## src/rtl/dlx_pkg.sv

```systemverilog
// Shared definitions for the DLX set-condition unit: condition codes,
// controller state encoding and the condition evaluation rule.
package dlx_pkg;

    // Condition codes carried by the set-condition instructions.
    localparam logic [2:0] COND_SEQ   = 3'd0;
    localparam logic [2:0] COND_SNE   = 3'd1;
    localparam logic [2:0] COND_SLT   = 3'd2;
    localparam logic [2:0] COND_SGT   = 3'd3;
    localparam logic [2:0] COND_SLE   = 3'd4;
    localparam logic [2:0] COND_SGE   = 3'd5;
    localparam logic [2:0] COND_FALSE = 3'd6;
    localparam logic [2:0] COND_TRUE  = 3'd7;

    // Controller state: waiting for a request, or scanning chunks.
    typedef enum logic {
        IDLE = 1'b0,
        RUN  = 1'b1
    } state_t;

    // Map the final ordering of the two operands onto the requested condition.
    // eq is implied when neither lt nor gt is set.
    function automatic logic eval_cond(input logic [2:0] cond,
                                       input logic       lt,
                                       input logic       gt);
        logic eq;
        logic res;
        eq  = ~lt & ~gt;
        res = 1'b0;
        case (cond)
            COND_SEQ:   res = eq;
            COND_SNE:   res = ~eq;
            COND_SLT:   res = lt;
            COND_SGT:   res = gt;
            COND_SLE:   res = lt | eq;
            COND_SGE:   res = gt | eq;
            COND_FALSE: res = 1'b0;
            COND_TRUE:  res = 1'b1;
            default:    res = 1'b0;
        endcase
        return res;
    endfunction

endpackage

```

## src/rtl/dlx_chunk_cmp.sv

```systemverilog
// Unsigned magnitude compare of one DIGIT-bit chunk of each operand.
// Equality is the absence of both lt and gt.
module dlx_chunk_cmp #(
    parameter int DIGIT = 4
) (
    input  logic [DIGIT-1:0] a,
    input  logic [DIGIT-1:0] b,
    output logic             lt,
    output logic             gt
);

    // Pure combinational ordering of the two chunks.
    always_comb begin
        lt = (a < b);
        gt = (a > b);
    end

endmodule

```

## src/rtl/dlx_set_cond_unit.sv

```systemverilog
// Multi-cycle comparator for the DLX set-condition instructions.
// Operands are captured on START, scanned MSB-first DIGIT bits per cycle,
// and the scan stops at the first differing chunk. The 1-bit result is
// held on COMP_OUT until the next DONE pulse.
module dlx_set_cond_unit
    import dlx_pkg::*;
#(
    parameter int DIGIT = 4
) (
    input  logic        CLK,
    input  logic        RESET,
    input  logic        START,
    input  logic [31:0] A,
    input  logic [31:0] B,
    input  logic        SGN,
    input  logic [2:0]  COND,
    output logic        BUSY,
    output logic        DONE,
    output logic        COMP_OUT
);

    localparam int CHUNKS = 32 / DIGIT;
    localparam int IDX_W  = (CHUNKS > 1) ? $clog2(CHUNKS) : 1;

    state_t            state_q, state_d;
    logic [31:0]       a_q, a_d;
    logic [31:0]       b_q, b_d;
    logic [2:0]        cond_q, cond_d;
    logic [IDX_W-1:0]  idx_q, idx_d;
    logic              comp_q, comp_d;
    logic              done_q, done_d;

    logic [4:0]        bit_off;
    logic [DIGIT-1:0]  a_chunk;
    logic [DIGIT-1:0]  b_chunk;
    logic              c_lt;
    logic              c_gt;

    // Select the chunk addressed by the current scan index.
    always_comb begin
        bit_off = 5'(int'(idx_q) * DIGIT);
        a_chunk = a_q[bit_off +: DIGIT];
        b_chunk = b_q[bit_off +: DIGIT];
    end

    dlx_chunk_cmp #(
        .DIGIT (DIGIT)
    ) u_chunk_cmp (
        .a  (a_chunk),
        .b  (b_chunk),
        .lt (c_lt),
        .gt (c_gt)
    );

    // Next-state logic: capture on START in IDLE, scan one chunk per cycle in RUN.
    always_comb begin
        // NOTE: every signal gets a default before the case so no path leaves
        // it unassigned; otherwise synthesis would infer a latch.
        state_d = state_q;
        a_d     = a_q;
        b_d     = b_q;
        cond_d  = cond_q;
        idx_d   = idx_q;
        comp_d  = comp_q;
        done_d  = 1'b0;

        case (state_q)
            IDLE: begin
                if (START) begin
                    // Flipping the sign bit of both operands turns a two's
                    // complement ordering into an unsigned one.
                    a_d     = {A[31] ^ SGN, A[30:0]};
                    b_d     = {B[31] ^ SGN, B[30:0]};
                    cond_d  = COND;
                    idx_d   = IDX_W'(CHUNKS - 1);
                    state_d = RUN;
                end
            end
            RUN: begin
                if (c_lt || c_gt || (idx_q == '0)) begin
                    comp_d  = eval_cond(cond_q, c_lt, c_gt);
                    done_d  = 1'b1;
                    state_d = IDLE;
                end else begin
                    idx_d = idx_q - IDX_W'(1);
                end
            end
            default: begin
                state_d = IDLE;
            end
        endcase
    end

    // State register with synchronous reset; a reset mid-scan drops the run.
    always_ff @(posedge CLK) begin
        // NOTE: non-blocking assignments make every register update from the
        // values seen before the edge, independent of statement order.
        if (RESET) begin
            state_q <= IDLE;
            a_q     <= '0;
            b_q     <= '0;
            cond_q  <= COND_SEQ;
            idx_q   <= '0;
            comp_q  <= 1'b0;
            done_q  <= 1'b0;
        end else begin
            state_q <= state_d;
            a_q     <= a_d;
            b_q     <= b_d;
            cond_q  <= cond_d;
            idx_q   <= idx_d;
            comp_q  <= comp_d;
            done_q  <= done_d;
        end
    end

    // Outputs come straight from registers; DONE is only set when leaving RUN,
    // so it can never coincide with BUSY.
    always_comb begin
        BUSY     = (state_q == RUN);
        DONE     = done_q;
        COMP_OUT = comp_q;
    end

endmodule

```

## config.mk

```make
export PLATFORM = sky130hd
export DESIGN_NAME = dlx_set_cond_unit
export DESIGN_NICKNAME = d
export VERILOG_FILES = /design/src/rtl/dlx_pkg.sv /design/src/rtl/dlx_chunk_cmp.sv /design/src/rtl/dlx_set_cond_unit.sv
export SDC_FILE = /design/constraint.sdc
export NUM_CORES = 1
export LEC_CHECK = 0
export ABC_CLOCK_PERIOD_IN_PS = 4200
export CAP_MARGIN = 0
export CORE_MARGIN = 2
export CORE_UTILIZATION = 30
export CTS_BUF_LIST = sky130_fd_sc_hd__clkbuf_4 sky130_fd_sc_hd__clkbuf_8 sky130_fd_sc_hd__clkbuf_16
export CTS_CLUSTER_SIZE = 8
export DETAILED_ROUTE_END_ITERATION = 12
export SLEW_MARGIN = 10
export SYNTH_ARGS = -nofsm -noshare
export SYNTH_HDL_FRONTEND = slang
export SYNTH_HIERARCHICAL = 1
export SYNTH_SLANG_ARGS = --single-unit
```

## constraint.sdc

```tcl
create_clock -name CLK -period 4.2 [get_ports CLK]
set_input_delay 0.42 -clock CLK [delete_from_list [all_inputs] [get_ports CLK]]
set_output_delay 0.42 -clock CLK [all_outputs]
set_load 0.03 [all_outputs]
```

==> metrics <==
number of antenna diodes=0; delay of the slowest critical-path stage=0.63 ns; number of detailed-route iterations in the first pass=4; chip height=108.7 um; post-detailed-routing wire length=7549 um; Core ar.=10,750 um2; Worst Reg2Reg Path Length in Cells=11; hold path startpoint=b_q[7]; vias in the first global route=2,663; cell at the root of the clock tree=clkbuf_8; Total Nets Final=a little over 500; number of design rule violations left after detail routing=0; worst slew slack as a fraction of its limit=54.81%; endpoint kind of the worst setup timing path=flip-flop; worst r2r dst=COMP_OUT; Area growth syn-to-layout=31.21%; end point of the worst hold path=b_q[7]; cell depth of the worst min-delay path=2; Clk Latency, worst-skew pair=0.35 ns; post-layout util=approximately two fifths; overall die area=11,810 um2; distinct cell type count after synthesis=33; Setup WS pre-CTS=0.8127 ns; combinational power share=22.4%; wire length of the first global-routing pass=12,040 um; data arrival time of the critical path=3.60 ns; internal power=1.302 mW; number of failing setup endpoints in the final timing report=0; Post-CTS Hold Buffers=0; count of routing violations after the opening detailed-route iteration=108; Critical Path Source=idx_q[0]; global placement routability congestion=0.7876; outcome=finished clean; Max Clk Rate=298.3 MHz; switching power of the nets=0.4843 mW; CTS tree=built; count of buffers inserted at the top-level ports=73; cell chain of the critical path=buf_4, mux4_1, mux2_2, inv_1, ha_1, nor2b_4, o21bai_1, a2bb2oi_1, o31ai_1, nor3_1, a221oi_1; post-synthesis net count=approximately 450; placed wire-length estimate=5472 um; class of the worst hold path=flip-flop to flip-flop; global-route usage over all layers=13.25%; Fin Clk Skew=roughly 0.0079 ns; max-cap violations=0; Fin. Hold Viols=0; post-DR wirelength/cell=13.06 um; mapped cell area=3287 um2; width of the chip=108.7 um; standard-cell row count=38; leakage power figure=~1.7 nW; clock slew at the register clock pins of the worst setup and hold paths=~0.07 ns; level count of the clock H-tree=3; proportion of power drawn by the clock network=33.3%; num ports=74; post-route worst hold slack=0.4544 ns; Setup crit start kind=flip-flop; peak supply drop=~0.19 mV; antenna violations before repair=0; starting density of the core=roughly 30%; EDFF count, synth=0; post-cts repair resize count=0; total clock buffers created by CTS=9; Setup Crit Path Kind=flip-flop to flip-flop; mean cell area of the mapped netlist=8.789 um2; Final Max Tran Viols=0; cell at the slowest stage of the critical path=dfxtp_1; via count=2,662; main flop type after synthesis=dfxtp_1; Via-to-Cell Ratio=around 4.6; Bufs on Longest Clock Path=2; ys async rst share=0%; unrepaired setup endpoints after global routing=false; Worst R2R Setup Slack=0.85 ns; Post-CTS Setup Inserts=0; power density normalized to cell area=414.1 nW/um2; number of warnings printed during yosys synthesis=6; maximum number of pins on one net before global-route repair=67; sequential share of the synthesized area=~44%; synthesis-stage register bit count=73; required time of the critical path=4.45 ns; post-detailed-route count of antenna-violating nets=0; fin crit share=79.82%; layout cells sized above 1=8.676%; gr ovfl total=0; cell count after synthesis=roughly 370; minimum clock period=between 3 and 4 ns; worst reg2reg path startpoint=idx_q[0]; Post-Route Setup TNS=0 ns; final worst-path setup slack=0.8475 ns; fraction of power spent switching nets=between 20% and 30%; clock sinks=73; sequential group share of total power=44.3%; critical path fanouts, max=10; Worst Max-Slew Pin Slew=0.6779 ns
## cell families after synthesis
logic type      after synthesis  share of synthesized area [%]
flops                        73                          44.46
compound gates               79                          12.83
buf+inv                      37                          5.215
mux                          24                          15.53
xor+xnor                      4                          1.066
fa+ha+maj                     6                          2.284
simple gates                151                          18.61
## per-stage QoR
stage / total power, mW / instances / instance area, um2
global route: 1.886 / 578 / 4313
detailed placement: 1.211 / 563 / 4090
CTS: 1.811 / 578 / 4308
finish: 1.786 / 578 / 4313
floorplan: 1.079 / 374 / 3287
global placement: 1.199 / 563 / 4090
## per-layer routing
metal | vias to the layer above | global-route usage (%) | share of wire [%] | wire [um]
met4 | 0 | 3.846 | 1.3 | 98
met5 | - | 0 | 0 | 0
met3 | 11 | 4.662 | 5.9 | 445
met1 | 1203 | 15.78 | 44 | 3321
li1 | 1385 | - | - | -
met2 | 63 | 22.54 | 49 | 3684
## area by class of cell
class	count	area, um2
clock buffer	10	137.6
clock inverter	5	80.08
fill	1093	6432
inverter	9	33.78
multi-input combinational	264	1669
sequential	73	1461
tap	140	175.2
timing repair buffer	77	755.7
## worst max-delay path: cells and delay by family, from the launching register on
kind                       cells  cell delay, ns
DFF                            1            0.63
buffers and inverters          2            0.34
and+or+nand+nor                2            0.24
muxes                          2            0.82
AOI/OAI and AO/OA              4            0.98
adders and majority gates      1            0.24
## power groups by stage
stage               clock network [mW]  logic (mW)  registers, mW
detailed placement                   0       0.402          0.809
CTS                              0.614       0.404          0.793
global placement                     0       0.392          0.807
floorplan                            0       0.290          0.789
finish                           0.595       0.399          0.791
global route                     0.644       0.443          0.800
## flip-flops by register name (all words and copies together), names as in the netlist
signal and cells:
COMP_OUT 1, BUSY 1, cond_q 3, idx_q 3
a_q 32, DONE 1, b_q 32
## Yosys cell counts (2+ instances only)
| master | number | area share [%] |
|---|---|---|
| ha_1 | 6 | 2.3 |
| clkbuf_1 | 17 | 1.9 |
| mux4_2 | 5 | 3.4 |
| buf_2 | 4 | 0.61 |
| mux4_1 | 11 | 8.8 |
| a21oi_1 | 70 | 11 |
| dfxtp_1 | 73 | 44 |
| a211oi_1 | 2 | 0.46 |
| buf_1 | 4 | 0.46 |
| inv_1 | 9 | 1.0 |
| mux2_2 | 3 | 1.0 |
| nor2b_1 | 2 | 0.38 |
| nor4_1 | 2 | 0.38 |
| xnor2_1 | 4 | 1.1 |
| mux2_4 | 5 | 2.3 |
| nor2_1 | 6 | 0.69 |
| nand2_1 | 134 | 15 |
| nor3_1 | 2 | 0.30 |
## layout by cell type (no fill, tap or decap), types with 2 or more instances in the layout
cell type and n:
nand2_1 134, dfxtp_1 73, clkdlybuf4s50_1 72, a21oi_1 70
mux4_1 11, clkbuf_8 10, inv_1 9, nor2_1 6
ha_1 6, mux4_2 5, mux2_4 5, xnor2_1 4
buf_4 4, mux2_2 3, nor2b_4 2, a211oi_1 2
nor4_1 2, nor3_1 2, bufinv_16 2, clkinvlp_4 2
## worst max path at each step
stage | slack, ns | cells past startpoint | end
3_5_place_dp | 0.81 | 11 | COMP_OUT
6_report | 0.85 | 11 | COMP_OUT
2_1_floorplan | 1.40 | 12 | COMP_OUT
4_1_cts | 0.80 | 11 | COMP_OUT
3_3_place_gp | 0.94 | 11 | COMP_OUT
5_1_grt | 0.39 | 11 | COMP_OUT
(Power assumes the default switching activity.)
